[config.mk]
export PLATFORM = sky130hd
export DESIGN_NAME = nyan_synth
export DESIGN_NICKNAME = d
export VERILOG_FILES = /design/src/rtl/nyan_synth_pkg.sv /design/src/rtl/nyan_synth_voice.sv /design/src/rtl/nyan_synth.sv
export SDC_FILE = /design/constraint.sdc
export NUM_CORES = 1
export LEC_CHECK = 0
export CORE_ASPECT_RATIO = 0.5
export CORE_MARGIN = 2
export CORE_UTILIZATION = 50
export CTS_CLUSTER_DIAMETER = 120
export DETAILED_ROUTE_END_ITERATION = 16
export PLACE_DENSITY_LB_ADDON = 0.25
export SKIP_CTS_REPAIR_TIMING = 1
export SYNTH_ARGS = -nofsm -noshare
export SYNTH_HDL_FRONTEND = slang
export SYNTH_SLANG_ARGS = --single-unit
[constraint.sdc]
create_clock -name clk -period 3.9 [get_ports clk]
set_input_delay 0.78 -clock clk [delete_from_list [all_inputs] [get_ports clk]]
set_output_delay 0.78 -clock clk [all_outputs]
set_load 0.02 [all_outputs]
[src/rtl/nyan_synth_pkg.sv]
// Shared constants and types for the nyan_synth chiptune sequencer.
// A song step word holds {trigger, octave[1:0], note[2:0]} for one voice.
package nyan_synth_pkg;

    localparam int unsigned STEP_W   = 6;
    localparam int unsigned TRIG_BIT = 5;
    localparam int unsigned OCT_HI   = 4;
    localparam int unsigned OCT_LO   = 3;
    localparam int unsigned NOTE_HI  = 2;
    localparam int unsigned NOTE_LO  = 0;

    localparam logic [7:0] NOTE_INC [0:7] = '{
        8'd67, 8'd75, 8'd84, 8'd89, 8'd100, 8'd112, 8'd126, 8'd134
    };

    typedef struct packed {
        logic       trig;
        logic [1:0] oct;
        logic [2:0] note;
    } step_t;

    typedef enum logic {
        WAVE_SQUARE  = 1'b0,
        WAVE_PULSE25 = 1'b1
    } wave_e;

    function automatic step_t unpack_step(input logic [STEP_W-1:0] word);
        step_t s;
        s.trig = word[TRIG_BIT];
        s.oct  = word[OCT_HI:OCT_LO];
        s.note = word[NOTE_HI:NOTE_LO];
        return s;
    endfunction

    // Octave 3 folds onto octave 2 so the tap bits stay inside narrow accumulators.
    function automatic logic [1:0] eff_oct(input logic [1:0] oct);
        return (oct == 2'd3) ? 2'd2 : oct;
    endfunction

endpackage

[src/rtl/nyan_synth_voice.sv]
// One square/pulse voice: phase accumulator, decaying envelope and waveform tap.
// Step fields latch on load; a trigger in the loaded word reloads the envelope.
module nyan_synth_voice
    import nyan_synth_pkg::*;
#(
    parameter int unsigned PHASE_W = 16,
    parameter int unsigned VOL_W   = 6,
    parameter logic [2:0]  SHIFT   = 3'd2
)(
    input  logic              clk,
    input  logic              rst,
    input  logic              i_restart,
    input  logic              i_sample,
    input  logic              i_decay,
    input  logic              i_load,
    input  logic [STEP_W-1:0] i_step,
    input  logic              i_pulse25,
    output logic [VOL_W-1:0]  o_vol,
    output logic              o_wave
);

    logic [PHASE_W-1:0] r_phase;
    logic [VOL_W-1:0]   r_vol;
    logic [1:0]         r_oct;
    logic [2:0]         r_note;

    step_t      w_new;
    logic [1:0] w_oct;
    logic       w_b;
    logic       w_lo;

    assign w_new = unpack_step(i_step);
    assign w_oct = eff_oct(r_oct);

    always_ff @(posedge clk or posedge rst) begin
        if (rst) begin
            r_phase <= '0;
            r_vol   <= '0;
            r_oct   <= '0;
            r_note  <= '0;
        end else if (i_restart) begin
            r_phase <= '0;
            r_vol   <= '0;
            r_oct   <= '0;
            r_note  <= '0;
        end else begin
            if (i_sample)
                r_phase <= r_phase + PHASE_W'(NOTE_INC[r_note]);
            if (i_load) begin
                r_oct  <= w_new.oct;
                r_note <= w_new.note;
            end
            // A trigger wins over a coincident decay tick.
            if (i_load && w_new.trig)
                r_vol <= '1;
            else if (i_decay)
                r_vol <= r_vol - (r_vol >> SHIFT);
        end
    end

    always_comb begin
        w_b  = r_phase[PHASE_W-1];
        w_lo = r_phase[PHASE_W-2];
        case (w_oct)
            2'd1: begin
                w_b  = r_phase[PHASE_W-2];
                w_lo = r_phase[PHASE_W-3];
            end
            2'd2: begin
                w_b  = r_phase[PHASE_W-3];
                w_lo = r_phase[PHASE_W-4];
            end
            default: ;
        endcase
    end

    assign o_vol  = r_vol;
    assign o_wave = (wave_e'(i_pulse25) == WAVE_PULSE25) ? (w_b & w_lo) : w_b;

endmodule

[src/rtl/nyan_synth.sv]
// Multi-voice chiptune sequencer: song stepping on tick strobes, voice mix,
// and a first-order PWM DAC whose carry is the output pin.
module nyan_synth
    import nyan_synth_pkg::*;
#(
    parameter int unsigned VOICES         = 2,
    parameter int unsigned SONG_LEN       = 288,
    parameter int unsigned TICKS_PER_STEP = 6,
    parameter int unsigned PHASE_W        = 16,
    parameter int unsigned VOL_W          = 6,
    parameter logic [3*VOICES-1:0] DECAY_SHIFTS = {3'd3, 3'd2},
    localparam int unsigned AW = $clog2(SONG_LEN),
    localparam int unsigned MW = VOL_W + $clog2(VOICES)
)(
    input  logic                     clk,
    input  logic                     reset,
    input  logic                     sample_stb,
    input  logic                     tick_stb,
    input  logic                     run,
    input  logic                     restart,
    input  logic [VOICES-1:0]        mute,
    input  logic [VOICES-1:0]        pulse25,
    output logic [AW-1:0]            song_addr,
    input  logic [STEP_W*VOICES-1:0] song_data,
    output logic                     step_stb,
    output logic [MW-1:0]            sample,
    output logic                     pwm_out
);

    localparam int unsigned TW = (TICKS_PER_STEP > 1) ? $clog2(TICKS_PER_STEP) : 1;

    logic [TW-1:0] r_tick_ctr;
    logic [AW-1:0] r_song_addr;
    logic          r_load_pending;
    logic          r_step_stb;
    logic [MW-1:0] r_accum;
    logic          r_pwm;

    logic             w_tick;
    logic             w_adv;
    logic             w_decay;
    logic             w_load;
    logic             w_sample;
    logic [MW-1:0]    w_mix;
    logic [MW:0]      w_pwm_sum;
    logic [VOL_W-1:0] w_vol  [VOICES];
    logic [VOICES-1:0] w_wave;

    assign w_tick   = run & tick_stb;
    assign w_adv    = w_tick & (r_tick_ctr == TW'(TICKS_PER_STEP - 1));
    assign w_decay  = w_tick & ~w_adv & ~restart;
    assign w_load   = run & r_load_pending & ~restart;
    assign w_sample = run & sample_stb & ~restart;

    always_ff @(posedge clk or posedge reset) begin
        if (reset) begin
            r_tick_ctr     <= '0;
            r_song_addr    <= AW'(SONG_LEN - 1);
            r_load_pending <= 1'b0;
            r_step_stb     <= 1'b0;
        end else if (restart) begin
            r_tick_ctr     <= '0;
            r_song_addr    <= AW'(SONG_LEN - 1);
            r_load_pending <= 1'b0;
            r_step_stb     <= 1'b0;
        end else begin
            r_step_stb <= w_load;
            if (w_adv) begin
                r_tick_ctr     <= '0;
                r_song_addr    <= (r_song_addr == AW'(SONG_LEN - 1)) ? '0 : r_song_addr + 1'b1;
                r_load_pending <= 1'b1;
            end else begin
                if (w_tick)
                    r_tick_ctr <= r_tick_ctr + 1'b1;
                if (w_load)
                    r_load_pending <= 1'b0;
            end
        end
    end

    for (genvar g = 0; g < VOICES; g++) begin : g_voice
        nyan_synth_voice #(
            .PHASE_W (PHASE_W),
            .VOL_W   (VOL_W),
            .SHIFT   (DECAY_SHIFTS[3*g +: 3])
        ) u_voice (
            .clk       (clk),
            .rst       (reset),
            .i_restart (restart),
            .i_sample  (w_sample),
            .i_decay   (w_decay),
            .i_load    (w_load),
            .i_step    (song_data[STEP_W*g +: STEP_W]),
            .i_pulse25 (pulse25[g]),
            .o_vol     (w_vol[g]),
            .o_wave    (w_wave[g])
        );
    end

    always_comb begin
        w_mix = '0;
        for (int unsigned v = 0; v < VOICES; v++) begin
            if (w_wave[v] && !mute[v])
                w_mix = w_mix + MW'(w_vol[v]);
        end
    end

    // The adder carry is the 1-bit DAC output; accum keeps running across restart.
    assign w_pwm_sum = {1'b0, r_accum} + {1'b0, w_mix};

    always_ff @(posedge clk or posedge reset) begin
        if (reset) begin
            r_accum <= '0;
            r_pwm   <= 1'b0;
        end else begin
            r_accum <= w_pwm_sum[MW-1:0];
            r_pwm   <= w_pwm_sum[MW];
        end
    end

    assign song_addr = r_song_addr;
    assign step_stb  = r_step_stb;
    assign sample    = w_mix;
    assign pwm_out   = r_pwm;

endmodule

==> parameters.txt, run 1 <==
Parameter                              Value

Logic synthesis
  FFs w/ async S/R, synth ... 100%
  Leading register cell type out of synthesis ... sky130_fd_sc_hd__dfrtp_1
  Syn Inst Count ... 596
  Per-instance average area after synthesis ... about 8.9 um2
  Post-synth net total ... about 670
  Main combinational cell family by area after synthesis ... simple AND/OR/NAND/NOR gates
  Main area contributors after synthesis ... sky130_fd_sc_hd__dfrtp_1, sky130_fd_sc_hd__ha_1, sky130_fd_sc_hd__a21oi_1
  Synthesized-area fraction occupied by and/or/nand/nor cells ... ~20%
  Fraction of the yosys area taken by sequential cells ... 35.9%
  Adder-cell share of the synthesized area ... about 14%
  Post-Synth XOR/XNOR Area ... 3.46%
  Yosys warning total ... 0
  Synth top area share ... 32.9%
  Post-synthesis cell type with the largest combined area ... sky130_fd_sc_hd__dfrtp_1
  Synthesized cell area ... 5320 um2
  Number of unique standard cell types used by synthesis ... 62
  Post-synth EDFFs ... 0
  Flop and latch count out of synthesis ... 76
  Proportion of synthesized area in mux cells ... under 10%
  Compound-gate portion of the synthesized area ... 19.0%

Floorplan
  Die Height ... approximately 77 um
  Initial standard-cell utilization of the core ... ~52%
  Die W ... around 150 um
  Placeable core area ... 10,300 um2
  Number of placement rows ... 26
  Total die area ... 11,500 um2
  I/O pin cnt ... 40

CTS
  CTS tree ... done
  Register clock-pin slew on the reported worst setup and hold paths ... about 60 ps
  Clock latency at the later pin of the worst-skew pair ... about 350 ps
  Root Buffer ... sky130_fd_sc_hd__clkbuf_16
  Clock H-tree levels ... 3
  Maximum clock path buffer count ... 2
  Clock Sinks ... 76
  TritonCTS Buffers ... 9

Pwr
  Leakage ... 2.98 nW
  Fraction of power spent switching nets ... between 20% and 30%
  Logic pwr share ... approximately an eighth
  Worst ir drop on vdd ... ~0.24 mV
  Areal power density over the cells ... between 300 and 400 nW/um2
  Flop pwr share ... 42.2%
  Cell Int Power ... 1.50 mW
  Relative contribution of the clock network to total power ... a little under half
  Total Power Consumption ... roughly 2 mW
  Switching power of the nets ... roughly 0.50 mW

Worst setup path
  Critical path required time ... roughly 3100 ps
  CP bufs+invs ... 4
  Most frequent CP cell ... sky130_fd_sc_hd__buf_4
  Critical Path Fanout Max ... 6
  Category of cells accounting for the largest share of critical-path delay ... compound AO/OA/AOI/OAI gates
  Cell type of the slowest stage on the worst timing path ... sky130_fd_sc_hd__fa_2
  Critical R2R Capture ... r_accum[6]
  Crit path launch type ... input pin
  CP Capture Type ... primary output
  Worst path arrival time ... between 2000 and 3000 ps
  Reg-to-reg startpoint ... g_voice[0].u_voice.r_phase[13]
  Reg2Reg Setup Slack ... roughly 400 ps
  Length in cells of the worst reg-to-reg path ... 17
  Chain of cells forming the critical path ... dlymetal6s2s_1, inv_1, o211ai_1, o31ai_1, buf_4, and3_4, ha_4, fa_2, a21o_1, a21oi_2, xnor2_1, mux2i_1, buf_4
  Critical path start-end classification ... input pin to primary output
  Worst Setup SP ... pulse25[0]
  Largest stage delay on the critical path ... approximately 350 ps

Detailed routing
  1st-pass router iterations ... 5
  Routed wire length per instance ... between 10 and 15 um
  DRC violation total after the first TritonRoute iteration ... 264
  Via count normalized by instance count ... ~5.6
  Drt total wl ... between 10,000 and 15,000 um
  Antenna viol nets, final ... 0
  Number of DRC violations after detailed routing ... 0
  Vias ... between 4,000 and 5,000

GRT
  Largest net degree at the start of global routing ... between 40 and 50
  Number of global-route vias before repair ... between 4,000 and 5,000
  Global-route usage over all layers ... 22.1%
  Wire length of the first global-routing pass ... between 20,000 and 25,000 um
  Leftover overflow at the end of global routing ... 0
  Initial antenna violation count ... 0

Hold path
  Hold Path Depth ... 1
  Path category of the worst min-delay check ... register to register
  Terminating pin of the worst hold path ... r_accum[0]
  Beginning of the worst hold path ... r_accum[0]

Final layout
  Layout cell share with drive strength beyond 1 ... 12.2%
  Area delta synth->final ... 19.3%
  Layout net count ... approximately 730
  Core Util, Final ... 61.7%
  Leading cell type in the layout, fill and taps excluded ... sky130_fd_sc_hd__dfrtp_1
  Multi-input gate area ... between 3000 and 4000 um2
  FF+latch area ... 1910 um2
  Diode insertion count for antenna repair ... 0
  Fillers ... 878
  Commonest non-fill, non-tap cells in the layout ... sky130_fd_sc_hd__dfrtp_1, sky130_fd_sc_hd__nand2_1, sky130_fd_sc_hd__a21oi_1, sky130_fd_sc_hd__ha_1, sky130_fd_sc_hd__nor2_1

Placement
  HPWL after detailed placement ... roughly 8200 um
  Global placement routability congestion ... between 0.8 and 0.9
  Worst slack, placed ... -815 ps
  Buffers on Ports ... 39

STA
  Final worst setup slack ... roughly 150 ps
  Achievable Freq ... roughly 0.27 GHz
  Max-slew headroom ... 46.6%
  Skew final ... ~6.0 ps
  Max-slew violation count ... 0
  Tightest Pin Transition ... 798 ps
  Tcrit/Tclk final ... 96.3%
  Finish-stage setup viols ... 0
  Post-layout min period ... between 3000 and 4000 ps
  Final hold vios ... 0

Run
  Max capacitance violation total ... 0

Run status
  Outcome ... complete, no violations
[stage by stage]
| step | TNS, ps | instance area (um2) | instances | hold WS (ps) |
|---|---|---|---|---|
| finish | 0 | 6340 | 796 | 480 |
| global route | -60.2 | 6340 | 796 | 517 |
| CTS | -4690 | 6310 | 795 | 484 |
| detailed placement | -5690 | 5990 | 779 | 471 |
| global placement | -4450 | 5990 | 779 | 466 |
| floorplan | 0 | 5320 | 596 | 456 |
[worst max-delay path by stage]
stage                      endpoint  cells past startpoint
after global placement    sample[4]                     13
final                     sample[4]                     13
after CTS                 sample[4]                     13
after floorplan             pwm_out                     14
after global routing      sample[5]                     13
after detailed placement  sample[4]                     13
[worst reg2reg max path, stage by stage, from the launching register on]
cell,delay (ps)
sky130_fd_sc_hd__dfrtp_1,380
sky130_fd_sc_hd__nand2b_1,150
sky130_fd_sc_hd__a21boi_1,140
sky130_fd_sc_hd__o31ai_1,100
sky130_fd_sc_hd__buf_4,170
sky130_fd_sc_hd__and3_4,200
sky130_fd_sc_hd__ha_4,170
sky130_fd_sc_hd__fa_2,350
sky130_fd_sc_hd__buf_4,150
sky130_fd_sc_hd__xor2_1,130
sky130_fd_sc_hd__mux2_2,280
sky130_fd_sc_hd__buf_4,140
sky130_fd_sc_hd__ha_1,300
sky130_fd_sc_hd__a21o_1,190
sky130_fd_sc_hd__a21oi_1,190
sky130_fd_sc_hd__o21bai_1,90
sky130_fd_sc_hd__a21oi_1,180
sky130_fd_sc_hd__xnor2_1,130
[sequential cells by signal, summed over array words and instances, names as in the netlist]
signal,count
r_tick_ctr,3
song_addr,9
r_load_pending,1
g_voice.u_voice.o_vol,12
g_voice.u_voice.r_oct,4
g_voice.u_voice.r_note,6
pwm_out,1
g_voice.u_voice.r_phase,32
step_stb,1
r_accum,7
[kinds of logic after synthesis]
| kind of cell | count (synthesis) |
|---|---|
| AOI/OAI and AO/OA | 156 |
| DFF | 76 |
| and+or+nand+nor | 215 |
| xor gates and xnor gates | 21 |
| buffers and inverters | 58 |
| muxes | 15 |
| adders and majority gates | 55 |
[final cells by class]
cell class / count / share of cell area, %
Clock buffer: 12 / 3.89
Clock inverter: 4 / 1.14
Inverter: 36 / 2.13
Multi-Input combinational cell: 462 / 50.6
Sequential cell: 76 / 30.1
Timing Repair Buffer: 66 / 9.43
Tap cell: 140 / 2.76
[synth_stat cells (4+ instances only)]
cell / count
sky130_fd_sc_hd__fa_1: 6
sky130_fd_sc_hd__nand2b_1: 5
sky130_fd_sc_hd__xor2_1: 8
sky130_fd_sc_hd__nor2_1: 38
sky130_fd_sc_hd__nand3_1: 19
sky130_fd_sc_hd__ha_1: 49
sky130_fd_sc_hd__a21oi_1: 67
sky130_fd_sc_hd__and2_1: 4
sky130_fd_sc_hd__dfstp_2: 6
sky130_fd_sc_hd__or3_1: 4
sky130_fd_sc_hd__nor2b_1: 18
sky130_fd_sc_hd__nor3_1: 13
sky130_fd_sc_hd__clkbuf_1: 14
sky130_fd_sc_hd__nand4_1: 14
sky130_fd_sc_hd__nand2_1: 69
sky130_fd_sc_hd__o21ai_0: 22
sky130_fd_sc_hd__o311ai_0: 4
sky130_fd_sc_hd__mux2_2: 11
sky130_fd_sc_hd__inv_1: 36
sky130_fd_sc_hd__a211oi_1: 6
sky130_fd_sc_hd__a31oi_1: 5
sky130_fd_sc_hd__a21o_1: 15
sky130_fd_sc_hd__o21a_1: 7
sky130_fd_sc_hd__o21bai_1: 4
sky130_fd_sc_hd__xnor2_1: 13
sky130_fd_sc_hd__dfrtp_1: 70
sky130_fd_sc_hd__o211ai_1: 5
sky130_fd_sc_hd__mux2i_1: 4
sky130_fd_sc_hd__and3_1: 9
[layer usage]
| metal | vias to the layer above | track usage, % | routed length, um |
|---|---|---|---|
| li1 | 2232 | - | - |
| met1 | 2162 | 28.9 | 5470 |
| met2 | 65 | 37.0 | 5720 |
| met3 | 10 | 5.48 | 510 |
| met4 | 0 | 5.66 | 112 |
| met5 | - | 0 | 0 |
[power by group through the flow]
stage / Clock [mW] / Sequential (mW) / Combinational (mW)
floorplan: 0 / 0.845 / 0.177
global placement: 0 / 0.851 / 0.235
detailed placement: 0 / 0.852 / 0.242
CTS: 0.921 / 0.839 / 0.246
global route: 0.956 / 0.842 / 0.281
finish: 0.907 / 0.840 / 0.245
Note: power is estimated with default switching activity, not from simulation.
==> inputs of run 2 (changes only) <==
- clock period: 3.9 -> 4 ns (I/O delays scaled with it)
==> parameters.txt, run 2 (same netlist as run 1, synthesis figures left out) <==
Parameter                              Value

STA
  Final hold vios ... 0 (unchanged)
  Tightest Pin Transition ... 828 ps (was 798 ps)
  Unrepaired setup endpoints after global routing ... no
  Skew final ... 6.04 ps (about the same)
  Post-layout min period ... roughly 3700 ps
  Max-slew headroom ... 44.7% (was 46.6%)
  Finish-stage setup viols ... 0 (unchanged)
  Tcrit/Tclk final ... 93.4%
  Achievable Freq ... about 0.27 GHz
  Max-slew violation count ... 0 (unchanged)
  Final worst setup slack ... 265 ps (was 146 ps)

CTS
  Register clock-pin slew on the reported worst setup and hold paths ... 60 ps (about the same)
  Clock H-tree levels ... 3 (unchanged)
  Root Buffer ... sky130_fd_sc_hd__clkbuf_16 (unchanged)
  Clock Sinks ... 76 (unchanged)
  Maximum clock path buffer count ... 2 (unchanged)
  CTS tree ... done (unchanged)
  Clock latency at the later pin of the worst-skew pair ... 340 ps (was 350 ps)
  TritonCTS Buffers ... 9 (unchanged)

Placement
  Worst slack, placed ... -753 ps (was -815 ps)
  Global placement routability congestion ... 0.821 (about the same)
  Buffers on Ports ... 39 (unchanged)
  HPWL after detailed placement ... 8050 um (was 8190 um)
  Total instance count after detailed placement ... 776 (was 779)

GRT
  Wire length of the first global-routing pass ... 20,000 um (was 20,700 um)
  Global-route usage over all layers ... 21.4% (was 22.1%)
  Initial antenna violation count ... 0 (unchanged)
  Largest net degree at the start of global routing ... 41 (was 49)
  Number of global-route vias before repair ... 4,359 (was 4,477)
  Leftover overflow at the end of global routing ... 0 (unchanged)

Worst setup path
  Length in cells of the worst reg-to-reg path ... 15 (was 17)
  Critical path required time ... 3200 ps (was 3120 ps)
  Crit path launch type ... input pin (unchanged)
  Critical path start-end classification ... input pin to primary output (unchanged)
  Critical Path Fanout Max ... 5 (was 6)
  CP Capture Type ... primary output (unchanged)
  Worst path arrival time ... 2930 ps (was 2970 ps)
  Reg2Reg Setup Slack ... 510 ps (was 400 ps)

Floorplan
  Die Height ... 76.9 um (unchanged)
  Die W ... 150 um (unchanged)
  Number of placement rows ... 26 (unchanged)
  Initial standard-cell utilization of the core ... 51.7% (unchanged)
  Placeable core area ... 10,300 um2 (unchanged)
  Total die area ... 11,500 um2 (unchanged)
  I/O pin cnt ... 40 (unchanged)

Detailed routing
  Via count normalized by instance count ... 5.66 (was 5.61)
  Routed wire length per instance ... 14.8 um (about the same)
  Number of DRC violations after detailed routing ... 0 (unchanged)
  Drt total wl ... 11,700 um (was 11,800 um)
  Vias ... 4,497 (was 4,469)
  DRC violation total after the first TritonRoute iteration ... 202 (was 264)
  Antenna viol nets, final ... 0 (unchanged)
  1st-pass router iterations ... 4 (was 5)

Pwr
  Logic pwr share ... 12.8% (was 12.3%)
  Areal power density over the cells ... 297 nW/um2 (was 314 nW/um2)
  Fraction of power spent switching nets ... 26.1% (was 24.9%)
  Flop pwr share ... 43.4% (was 42.2%)
  Total Power Consumption ... 1.89 mW (was 1.99 mW)
  Leakage ... 2.97 nW (was 2.98 nW)
  Switching power of the nets ... 0.492 mW (was 0.496 mW)
  Cell Int Power ... 1.39 mW (was 1.50 mW)
  Relative contribution of the clock network to total power ... 43.8% (was 45.5%)
  Worst ir drop on vdd ... 0.229 mV (was 0.235 mV)

Final layout
  Core Util, Final ... 61.6% (was 61.7%)
  Layout cell share with drive strength beyond 1 ... 12.4% (was 12.2%)
  Diode insertion count for antenna repair ... 0 (unchanged)
  Area delta synth->final ... 19.2% (was 19.3%)
  Leading cell type in the layout, fill and taps excluded ... sky130_fd_sc_hd__dfrtp_1 (unchanged)
  Max reg flops ... 32 (unchanged)
  Top register by number of flip-flops ... g_voice.u_voice.r_phase (unchanged)
  Final non-filler cell total ... 795 (was 796)
  Commonest non-fill, non-tap cells in the layout ... sky130_fd_sc_hd__dfrtp_1, sky130_fd_sc_hd__nand2_1, sky130_fd_sc_hd__a21oi_1, sky130_fd_sc_hd__ha_1, sky130_fd_sc_hd__nor2_1 (unchanged)
  Layout net count ... 727 (was 728)

Run
  Max capacitance violation total ... 0 (unchanged)

Hold path
  Hold Path Depth ... 1 (unchanged)
  Path category of the worst min-delay check ... register to register (unchanged)

Run status
  Outcome ... complete, no violations (unchanged)
[run 2: critical path, stage by stage]
cell and delay [ps]:
sky130_fd_sc_hd__dlymetal6s2s_1 130, sky130_fd_sc_hd__inv_1 70, sky130_fd_sc_hd__o22ai_1 90, sky130_fd_sc_hd__o31ai_4 380
sky130_fd_sc_hd__and3_4 250, sky130_fd_sc_hd__ha_1 220, sky130_fd_sc_hd__a21oi_1 210, sky130_fd_sc_hd__o211ai_1 150
sky130_fd_sc_hd__a21oi_1 200, sky130_fd_sc_hd__xor2_1 90, sky130_fd_sc_hd__mux2i_1 180, sky130_fd_sc_hd__buf_4 180
[run 2: path summary, 6_finish.rpt]
check,endpoint,start
setup reg to reg,pwm_out,g_voice[0].u_voice.r_phase[13]
setup / recovery,sample[5],pulse25[0]
min in group asynchronous,g_voice[0].u_voice.r_phase[15],reset
max in group asynchronous,song_addr[8],reset
hold reg to reg,r_accum[0],r_accum[0]
hold / removal,r_accum[0],r_accum[0]
[run 2: cell type report]
| cell class | count | area (um2) |
|---|---|---|
| fillers | 876 | 3940 |
| flip-flops and latches | 76 | 1910 |
| repair buffers | 65 | 593 |
| clock buffers | 11 | 243 |
| well taps | 140 | 175 |
| multi-input cells | 462 | 3230 |
| clock inverters | 5 | 52.6 |
| inverters | 36 | 135 |
[run 2: power by group through the flow]
stage               Combinational, mW  Clock, mW  Sequential (mW)
finish                          0.241      0.825            0.819
detailed placement              0.237          0            0.831
global route                    0.276      0.868            0.821
global placement                0.230          0            0.830
floorplan                       0.173          0            0.823
CTS                             0.241      0.839            0.817
[run 2: per-layer routing]
layer	part of all wire (%)	track usage [%]	up-vias	wire, um
met3	2.1	3.99	25	246
met1	50	28.7	2177	5820
met4	2.1	8.58	0	248
met2	46	34.3	53	5430
li1	-	-	2242	-
met5	0	0	-	0
[run 2: metrics by stage]
stage	hold slack [ps]	setup TNS [ps]	instance area, um2
final	479	0	6340
after detailed placement	471	-6330	5960
after CTS	484	-4970	6260
after global routing	522	0	6340
after global placement	466	-6180	5960
after floorplan	456	0	5320
